===== config.mk =====
export PLATFORM = sky130hd
export DESIGN_NAME = pipelined_slice_adder
export DESIGN_NICKNAME = d
export VERILOG_FILES = /design/src/rtl/pipelined_slice_adder.sv
export SDC_FILE = /design/constraint.sdc
export NUM_CORES = 1
export LEC_CHECK = 0
export ABC_AREA = 1
export CAP_MARGIN = 0
export CORE_MARGIN = 4
export CORE_UTILIZATION = 42
export DETAILED_ROUTE_END_ITERATION = 10
export GPL_ROUTABILITY_DRIVEN = 0
export MAX_ROUTING_LAYER = met4
export REMOVE_ABC_BUFFERS = 1
export SLEW_MARGIN = 5
export SYNTH_ARGS = -nofsm -noshare
export SYNTH_HDL_FRONTEND = slang
export SYNTH_SLANG_ARGS = --single-unit

===== constraint.sdc =====
create_clock -name clk -period 4.3 [get_ports clk]
set_input_delay 0.645 -clock clk [delete_from_list [all_inputs] [get_ports clk]]
set_output_delay 0.645 -clock clk [all_outputs]
set_load 0.05 [all_outputs]

===== src/rtl/pipelined_slice_adder.sv =====
// Pipelined add/subtract unit. Each stage resolves one SLICE-bit ripple slice,
// with the slice carry registered between stages and a valid/ready handshake.
module pipelined_slice_adder #(
  parameter int WIDTH = 16,
  parameter int SLICE = 4
) (
  input  logic             clk,
  input  logic             rst,
  input  logic             in_valid,
  output logic             in_ready,
  input  logic [WIDTH-1:0] A,
  input  logic [WIDTH-1:0] B,
  input  logic             cin,
  input  logic             sub,
  output logic             out_valid,
  input  logic             out_ready,
  output logic [WIDTH-1:0] Sum,
  output logic             carryout,
  output logic             overflow
);

  localparam int STAGES = WIDTH / SLICE;

  logic w_adv;

  // Per-stage inputs: index 0 is the conditioned operand set, index k+1 is
  // what stage k has registered for the next stage.
  logic [WIDTH-1:0] w_a [STAGES];
  logic [WIDTH-1:0] w_b [STAGES];
  logic [WIDTH-1:0] w_s [STAGES];
  logic             w_c [STAGES];
  logic             w_v [STAGES];

  assign w_adv    = ~out_valid | out_ready;
  assign in_ready = w_adv;

  assign w_a[0] = A;
  assign w_b[0] = sub ? ~B : B;
  assign w_c[0] = cin ^ sub;
  assign w_s[0] = '0;
  assign w_v[0] = in_valid;

  for (genvar k = 0; k < STAGES; k++) begin : g_stage
    logic [SLICE-1:0] w_sa;
    logic [SLICE-1:0] w_sb;
    logic [SLICE-1:0] w_ss;
    logic             w_co;
    logic [WIDTH-1:0] w_snext;

    assign w_sa = w_a[k][k*SLICE +: SLICE];
    assign w_sb = w_b[k][k*SLICE +: SLICE];
    assign {w_co, w_ss} = {1'b0, w_sa} + {1'b0, w_sb} + {{SLICE{1'b0}}, w_c[k]};

    always_comb begin
      w_snext = w_s[k];
      w_snext[k*SLICE +: SLICE] = w_ss;
    end

    if (k < STAGES - 1) begin : g_mid
      logic [WIDTH-1:0] r_a;
      logic [WIDTH-1:0] r_b;
      logic [WIDTH-1:0] r_s;
      logic             r_c;
      logic             r_v;

      // Data registers load only for valid entries; bubbles just move the valid bit.
      always_ff @(posedge clk) begin
        if (rst) begin
          r_a <= '0;
          r_b <= '0;
          r_s <= '0;
          r_c <= 1'b0;
          r_v <= 1'b0;
        end else if (w_adv) begin
          r_v <= w_v[k];
          if (w_v[k]) begin
            r_a <= w_a[k];
            r_b <= w_b[k];
            r_s <= w_snext;
            r_c <= w_co;
          end
        end
      end

      assign w_a[k+1] = r_a;
      assign w_b[k+1] = r_b;
      assign w_s[k+1] = r_s;
      assign w_c[k+1] = r_c;
      assign w_v[k+1] = r_v;
    end else begin : g_last
      logic             w_cmsb;
      logic [WIDTH-1:0] r_sum;
      logic             r_cout;
      logic             r_ovf;
      logic             r_v;

      // Carry into the MSB recovered from the MSB sum bit itself.
      assign w_cmsb = w_sa[SLICE-1] ^ w_sb[SLICE-1] ^ w_ss[SLICE-1];

      always_ff @(posedge clk) begin
        if (rst) begin
          r_sum  <= '0;
          r_cout <= 1'b0;
          r_ovf  <= 1'b0;
          r_v    <= 1'b0;
        end else if (w_adv) begin
          r_v <= w_v[k];
          if (w_v[k]) begin
            r_sum  <= w_snext;
            r_cout <= w_co;
            r_ovf  <= w_cmsb ^ w_co;
          end
        end
      end

      assign Sum       = r_sum;
      assign carryout  = r_cout;
      assign overflow  = r_ovf;
      assign out_valid = r_v;
    end
  end

endmodule


; ---- Word level (Yosys, flattened, before mapping)
; Cells that the tools add are included.
[classes]
shift = 0
reduce_logical = 4
div = 0
add_sub_neg = 8
bitwise_logic = 7
n_eq_ne = 0
magnitude_cmp = 0
multipliers = 0
mux = 1
[op_table]
columns = cell, count
row1 = adder 4 x 4 -> 5 bit, 4
row2 = adder 5 x 1 -> 5 bit, 4
row3 = two-way mux 16 bit, 1
row4 = inverter 16 bit, 1
row5 = AND reduction 2 bit, 4
row6 = bitwise XOR 1 bit, 4
row7 = inverter 1 bit, 1
row8 = bitwise OR 1 bit, 1
[word_totals]
rom_bits = 0
ramBits = 0
register_bits = 145
input_bits = 38
latch_bits = 0
word_cells = 39
out_inout_bits = 20
mem_count = 0

; ---- Longest topological paths before layout
; Gate-level depths: netlist (run 1).
[depth]
depth_word = 4
ltp_mapped = 11
depth_no_buf = 9

; ---- Worst setup path before layout (run 1)
; No wires, ideal clock.
[synth_path]
kind = input to register
from = input port sub
to = register g_stage[0].g_mid.r_c
required_ns = 4.183
setup_time_ns = 0.117
path_slack_ns = 1.927
cell_stages = 9
n_path_buf = 2
arrival_time_ns = 2.256
path_cell_list = buf_4 -> buf_8 -> xor2_1 -> fa_1 -> fa_1 -> a21oi_1 -> nor2_1 -> nor3_1 -> nor2_1
[synth_between]
elab_chain_cells = 3
word_cells_on_any_way = 4
cone_classes = add/sub (2) / mux (1) / bitwise (1)
[synth_rtl]
columns = item, line
row1 = from (decl), 14  ; input logic sub,
row2 = two-way mux 16 bit, 38  ; assign w_b[0] = sub ? ~B : B;
row3 = adder 4 x 4 -> 5 bit, 52  ; assign {w_co, w_ss} = {1'b0, w_sa} + {1'b0, w_sb} + {{SLICE{1'b0}}, w_c[k]};
row4 = adder 5 x 1 -> 5 bit (*), 52
row5 = to (signal assigned), 80  ; r_c <= w_co;
row6 = to (decl), 63  ; logic r_c;
; Mark *: on every way between the ends. The rest lies on a longest branch, timed or not.
; A chain may end at the register's enable or synchronous reset.

; ---- Worst setup path in the final report (run 1)
[layout_path]
from = input port out_ready
to = output port in_ready
[layout_between]
elab_chain_cells = 1
[layout_rtl]
columns = item, line
row1 = from (decl), 16  ; input logic out_ready,
row2 = bitwise OR 1 bit, 34  ; assign w_adv = ~out_valid | out_ready;
row3 = to (decl), 10  ; output logic in_ready,
; No other way between the ends.

==> results of run 1 <==
[worst reg2reg max path: cells and delay by family (launching register included)]
family,cells,cell delay [ns]
buffers and inverters,1,0.68
and+or+nand+nor,2,0.37
DFF,1,0.35
AOI/OAI and AO/OA,2,0.33
[layout by cell type (no fill, tap or decap), types with 4 or more instances in the layout]
master / n
fa_1: 8
xor2_1: 13
o21ai_1: 16
clkinvlp_4: 4
nand3_1: 12
ha_1: 12
nor2_1: 129
inv_1: 28
o21ai_0: 69
clkdlybuf4s50_1: 57
dfxtp_1: 97
nand2_1: 43
clkbuf_8: 9
a21oi_1: 38
inv_2: 4
buf_4: 4
xnor2_1: 7
[where the power goes]
part | internal (µW) | switching (µW)
clock | 211 | 295
sequential | 954 | 28.4
combinational | 118 | 154
total | 1280 | 477
[metrics by stage]
step	instance area [µm²]	cells	hold slack (ns)
after floorplan	3960	487	0.432
after global placement	4720	681	0.438
after detailed placement	4720	681	0.447
after CTS	4890	697	0.457
after global routing	4890	697	0.480
final	4890	697	0.457
[worst min-delay path by stage]
| stage | start | endpoint | cells after the start |
|---|---|---|---|
| detailed placement | g_stage[0].g_mid.r_b[11] | g_stage[1].g_mid.r_b[11] | 2 |
| CTS | g_stage[0].g_mid.r_b[13] | g_stage[1].g_mid.r_b[13] | 2 |
| finish | g_stage[0].g_mid.r_b[11] | g_stage[1].g_mid.r_b[11] | 2 |
| global placement | g_stage[0].g_mid.r_b[13] | g_stage[1].g_mid.r_b[13] | 2 |
| floorplan | g_stage[2].g_mid.r_s[11] | Sum[11] | 2 |
| global route | g_stage[0].g_mid.r_b[10] | g_stage[0].g_mid.r_b[10] | 2 |
[layout make-up]
class,instances,area (µm²)
fill,995,4790
sequential,97,1940
multi-input combinational,357,1890
timing repair buffer,61,601
tap,133,166
clock buffer,12,135
inverter,33,126
clock inverter,4,30.0
[cell families (layout without fill, tap and decap cells)]
kind of cell	after synthesis	count (layout)	share of synthesized area (%)
DFF	97	97	46.8
and+or+nand+nor	194	194	19.0
adders and majority gates	20	20	7.48
buffers and inverters	63	110	7.63
xor gates and xnor gates	20	20	4.22
AOI/OAI and AO/OA	123	123	14.8
[sequential cells by signal, indices dropped and copies added, names as in the netlist]
register and count:
Sum 16, carryout 1, g_stage.g_mid.r_a 24, g_stage.g_mid.r_b 24, g_stage.g_mid.r_c 3, g_stage.g_mid.r_s 24
g_stage.g_mid.r_v 3, out_valid 1, overflow 1
[metal layers]
metal | wire length (µm) | track usage [%] | up-vias
li1 | - | - | 1740
met5 | 0 | - | -
met2 | 3370 | 23.1 | 52
met3 | 283 | 2.40 | 11
met4 | 127 | 4.87 | 0
met1 | 4070 | 19.4 | 1384
==> qor.yml, run 1 <==
job:
  cap_violations: 0
setup_path:
  critical_path.startpoint: "out_ready"
  crit_buf_inv: 3
  critical_path.cell_chain: "clkdlybuf4s50_1 > inv_1 > nand2_4 > clkdlybuf4s50_1"
  critPathMaxStageDelay_ns: 0.81
  start_kind: "input port"
  crit_end: "in_ready"
  cp.arrival_ns: 2.08
  crit_top_cell: "clkdlybuf4s50_1"
  crit_type: "in2out"
  worst-r2r-setup-slack_ns: 2.50
  crit_fanout: 6
  worstReg2RegStart: "out_valid"
  worstReg2RegEnd: "g_stage[1].g_mid.r_b[12]"
  path_depth: 4
  worst_path_dominant_cell_family: "buffers and inverters"
  end_kind: "output pin"
  crit_required_ns: 3.65
  reg2reg_depth: 5
  cpMaxStageDelayCell: "clkdlybuf4s50_1"
clock_network:
  cts_max_path_buffers: 2
  clk_latency_ns: 0.35
  numClockSinks: 97
  clk_pin_slew_ns: 0.09
  post_cts_buffers: 0
  cts_root_buf: "clkbuf_8"
  cts_buffers: 9
  cts_resized: 0
  cts_tree: "yes"
  h-tree-depth: 3
  ctsHoldBuffers: 0
yosys:
  yosys-top-cells-area: "dfxtp_1 47%, nor2_1 12%, o21ai_0 8.3%"
  synth_edf_count: 0
  ys_types: 24
  yosysSeqAreaShare_pct: 46.8
  synth_top_cell_by_area: "dfxtp_1"
  netlist_area_mm2: 0.00415
  yosys-top-cells-count: "129 x nor2_1, 97 x dfxtp_1, 69 x o21ai_0"
  synth.most_common_cell: "nor2_1"
  ys_ff_latch: 97
  syn_area_per_cell_um2: 8.02
  synthArstFlopShare_pct: 0
  yosysWarningCount: 0
  synthCells: 517
  synthDominantCellAreaShare_pct: 46.8
  synthFlopType: "dfxtp_1"
detailed_routing:
  drt_iter0_drc: 122
  wl_per_cell_um: 11.3
  drc: 0
  avgViaCountPerCell: 4.57
  num_vias: 3187
  drt-total-wl_mm: 7.85
  ant_nets: 0
  dr.pass1.iters: 4
timing:
  rsz0062_at_grt: "no"
  max_clock_freq_ghz: 0.367
  fin_skew_ns: 0.00870
  hold_viol: 0
  drv_slew: 0
  setup_tns_ns: 0
  setup_viol: 0
  fin_crit_sh_pct: 63.3
  worst_pin_slew_ns: 0.783
  relSlewSlack_pct: 47.7
  min_period_ns: 2.72
  fin_ws_ns: 1.58
floorplanning:
  num_rows: 36
  core_area_mm2: 0.00968
  dieArea_mm2: 0.0115
  io_pins: 58
  die_w_um: 107
  start_util_pct: 42.8
  fp.dieH_um: 107
global_route:
  grt_util_all_layers_pct: 14.7
  antenna_found_initial: 0
  grt_pass1_wl_mm: 13.6
  grt_max_degree: 60
  grt_pass1_vias: 3059
  overflow: 0
layout:
  fin_util_pct: 50.5
  drive_gt1_share_pct: 5.14
  antenna_cells: 0
  nets: 617
  area_growth_pct: 17.9
pwr:
  vdd_drop_max_mv: 0.152
  p_per_area_mw_per_mm2: 360
  finalPower_uw: 1760
  p_leak_uw: 0.00205
place:
  dp_hpwl_mm: 5.58
  io_buffers: 57
  post-place-ws_ns: 1.27
run_status:
  status: "finished clean"
worst_hold_path:
  hold_class: "reg2reg"
No activity file was read; power rests on OpenSTA's default activity.
==> run 2: changes to the inputs <==
==> constraint.sdc (replaced) <==
create_clock -name clk -period 2.7 [get_ports clk]
set_input_delay 0.405 -clock clk [delete_from_list [all_inputs] [get_ports clk]]
set_output_delay 0.405 -clock clk [all_outputs]
set_load 0.05 [all_outputs]
==> run 2 against run 1 <==
  * Sequential cell count did not move
  * Total power rose by 65%
  * Hold slack got worse by 0.0037 ns
  * Clock-buffer cell count rose by 2
  * Critical path depth did not move
  * First-iteration DRC count rose by 28%
  * Sequential share of layout area fell by 0.50 points
  * Combinational power rose by 62%
  * Critical endpoint unchanged
  * Largest cell class unchanged
  * Largest power group unchanged
==> qor.yml, run 2 (synthesized netlist as in run 1, its figures left out) <==
floorplanning:
  fp.dieH_um: 107  # unchanged
  start_util_pct: 42.8  # unchanged
  dieArea_mm2: 0.0115  # unchanged
  num_rows: 36  # unchanged
  io_pins: 58  # unchanged
  core_area_mm2: 0.00968  # unchanged
  die_w_um: 107  # unchanged
layout:
  multiInputGateArea_mm2: 0.00189  # unchanged
  final_area_mm2: 0.00495  # +1.3%
  antenna_cells: 0  # unchanged
  regArea_mm2: 0.00194  # unchanged
  area_growth_pct: 19.4
  nets: 620  # +0.49%
  layout_commonest_cell: "nor2_1"
  fillers: 996  # +0.10%
  drive_gt1_share_pct: 6.00  # +0.85 points
  final_cell_mix: "129 x nor2_1, 97 x dfxtp_1, 69 x o21ai_0"
  reg_top3: "g_stage.g_mid.r_a x24, g_stage.g_mid.r_b x24, g_stage.g_mid.r_s x24"
detailed_routing:
  drt_iter0_drc: 156  # +28%
  dr.pass1.iters: 4  # unchanged
  num_vias: 3242  # +1.7%
  drt-total-wl_mm: 8.15  # +3.9%
  drc: 0  # unchanged
  wl_per_cell_um: 11.6  # +3.4%
  avgViaCountPerCell: 4.63  # +1.3%
  ant_nets: 0  # unchanged
setup_path:
  end_kind: "output pin"
  crit_fanout: 6  # unchanged
  start_kind: "input port"
  crit_required_ns: 2.30  # -1.35 ns
  crit_type: "in2out"
  cp.arrival_ns: 1.83  # -0.25 ns
timing:
  worst_pin_slew_ns: 0.499  # -0.284 ns
  relSlewSlack_pct: 66.6  # +19 points
  setup_tns_ns: 0  # unchanged
  fin_skew_ns: 0.00489  # -0.00381 ns
  max_clock_freq_ghz: 0.447
  setup_viol: 0  # unchanged
  min_period_ns: 2.24
  whs_ns: 0.454  # -0.00365 ns
  drv_slew: 0  # unchanged
  hold_viol: 0  # unchanged
  rsz0062_at_grt: "no"
  fin_crit_sh_pct: 82.9
global_route:
  overflow: 0  # unchanged
  grt_util_all_layers_pct: 15.4  # +0.72 points
  grt_pass1_vias: 3110  # +1.7%
  grt_pass1_wl_mm: 14.1  # +3.8%
  antenna_found_initial: 0  # unchanged
  grt_max_degree: 68  # +13%
pwr:
  p_per_area_mw_per_mm2: 587  # +63%
  p_leak_uw: 0.00211  # +2.6%
  vdd_drop_max_mv: 0.207  # +36%
place:
  dpl_cell_area_mm2: 0.00476  # +0.74%
  dp_hpwl_mm: 5.68  # +1.9%
  io_buffers: 57  # unchanged
clock_network:
  numClockSinks: 97  # unchanged
  cts_buffers: 9  # unchanged
  h-tree-depth: 3  # unchanged
  cts_tree: "yes"
  cts_max_path_buffers: 2  # unchanged
  clk_pin_slew_ns: 0.08  # about the same
  post_cts_buffers: 0  # unchanged
  clk_latency_ns: 0.35  # about the same
  ctsHoldBuffers: 0  # unchanged
  cts_root_buf: "clkbuf_8"
  cts_resized: 0  # unchanged
run_status:
  status: "finished clean"
job:
  cap_violations: 0  # unchanged
worst_hold_path:
  hold_class: "reg2reg"
## run 2: cell types whose count changed in the layout (fill, tap and decap cells not counted)
cell / change
clkinv_2: +2
clkinvlp_4: -4
buf_12: +1
clkbuf_1: -2
clkbuf_8: +4
buf_4: +2
## run 2: path summary, 6_finish.rpt
kind                            cells past startpoint  slack (ns)                       to                startpoint
worst max-delay path                                4        0.46                 in_ready                 out_ready
worst min-delay path                                2        0.45  g_stage[1].g_mid.r_s[3]   g_stage[0].g_mid.r_s[3]
worst max register to register                      8        0.93                 overflow  g_stage[2].g_mid.r_a[12]
worst min register to register                      2        0.45  g_stage[1].g_mid.r_s[3]   g_stage[0].g_mid.r_s[3]
## run 2: worst max-delay path, stage by stage
cell and delay [ns]:
clkdlybuf4s50_1 0.45, inv_1 0.06, nand2_4 0.10, clkdlybuf4s50_1 0.81
## run 2: per-stage QoR
step                      setup slack [ns]  total power, µW  util, %  instances
after floorplan                      0.775             1870        -        487
after global placement               0.265             2030     49.1        684
after detailed placement             0.239             2040     49.1        684
after CTS                            0.455             2940     51.1        700
after global routing                 0.434             3060     51.1        700
final                                0.462             2900     51.1        700
## run 2: routing by layer
| layer | routed length (µm) | track usage (%) | up-vias |
|---|---|---|---|
| li1 | - | - | 1744 |
| met1 | 4060 | 19.4 | 1432 |
| met2 | 3690 | 25.0 | 57 |
| met3 | 281 | 2.28 | 9 |
| met4 | 121 | 6.13 | 0 |
| met5 | 0 | - | - |
## run 2: layout make-up
class	instances	area share, %
timing repair buffer	64	12.8
sequential	97	39.2
inverter	33	2.55
clock buffer	14	3.69
clock inverter	2	0.202
multi-input combinational	357	38.2
tap	133	3.36
## run 2: power by group
part / leakage [µW] / switching (µW) / internal (µW)
registers: 0.000797 / 45.8 / 1520
clock network: 0.000102 / 464 / 434
logic: 0.00121 / 247 / 194
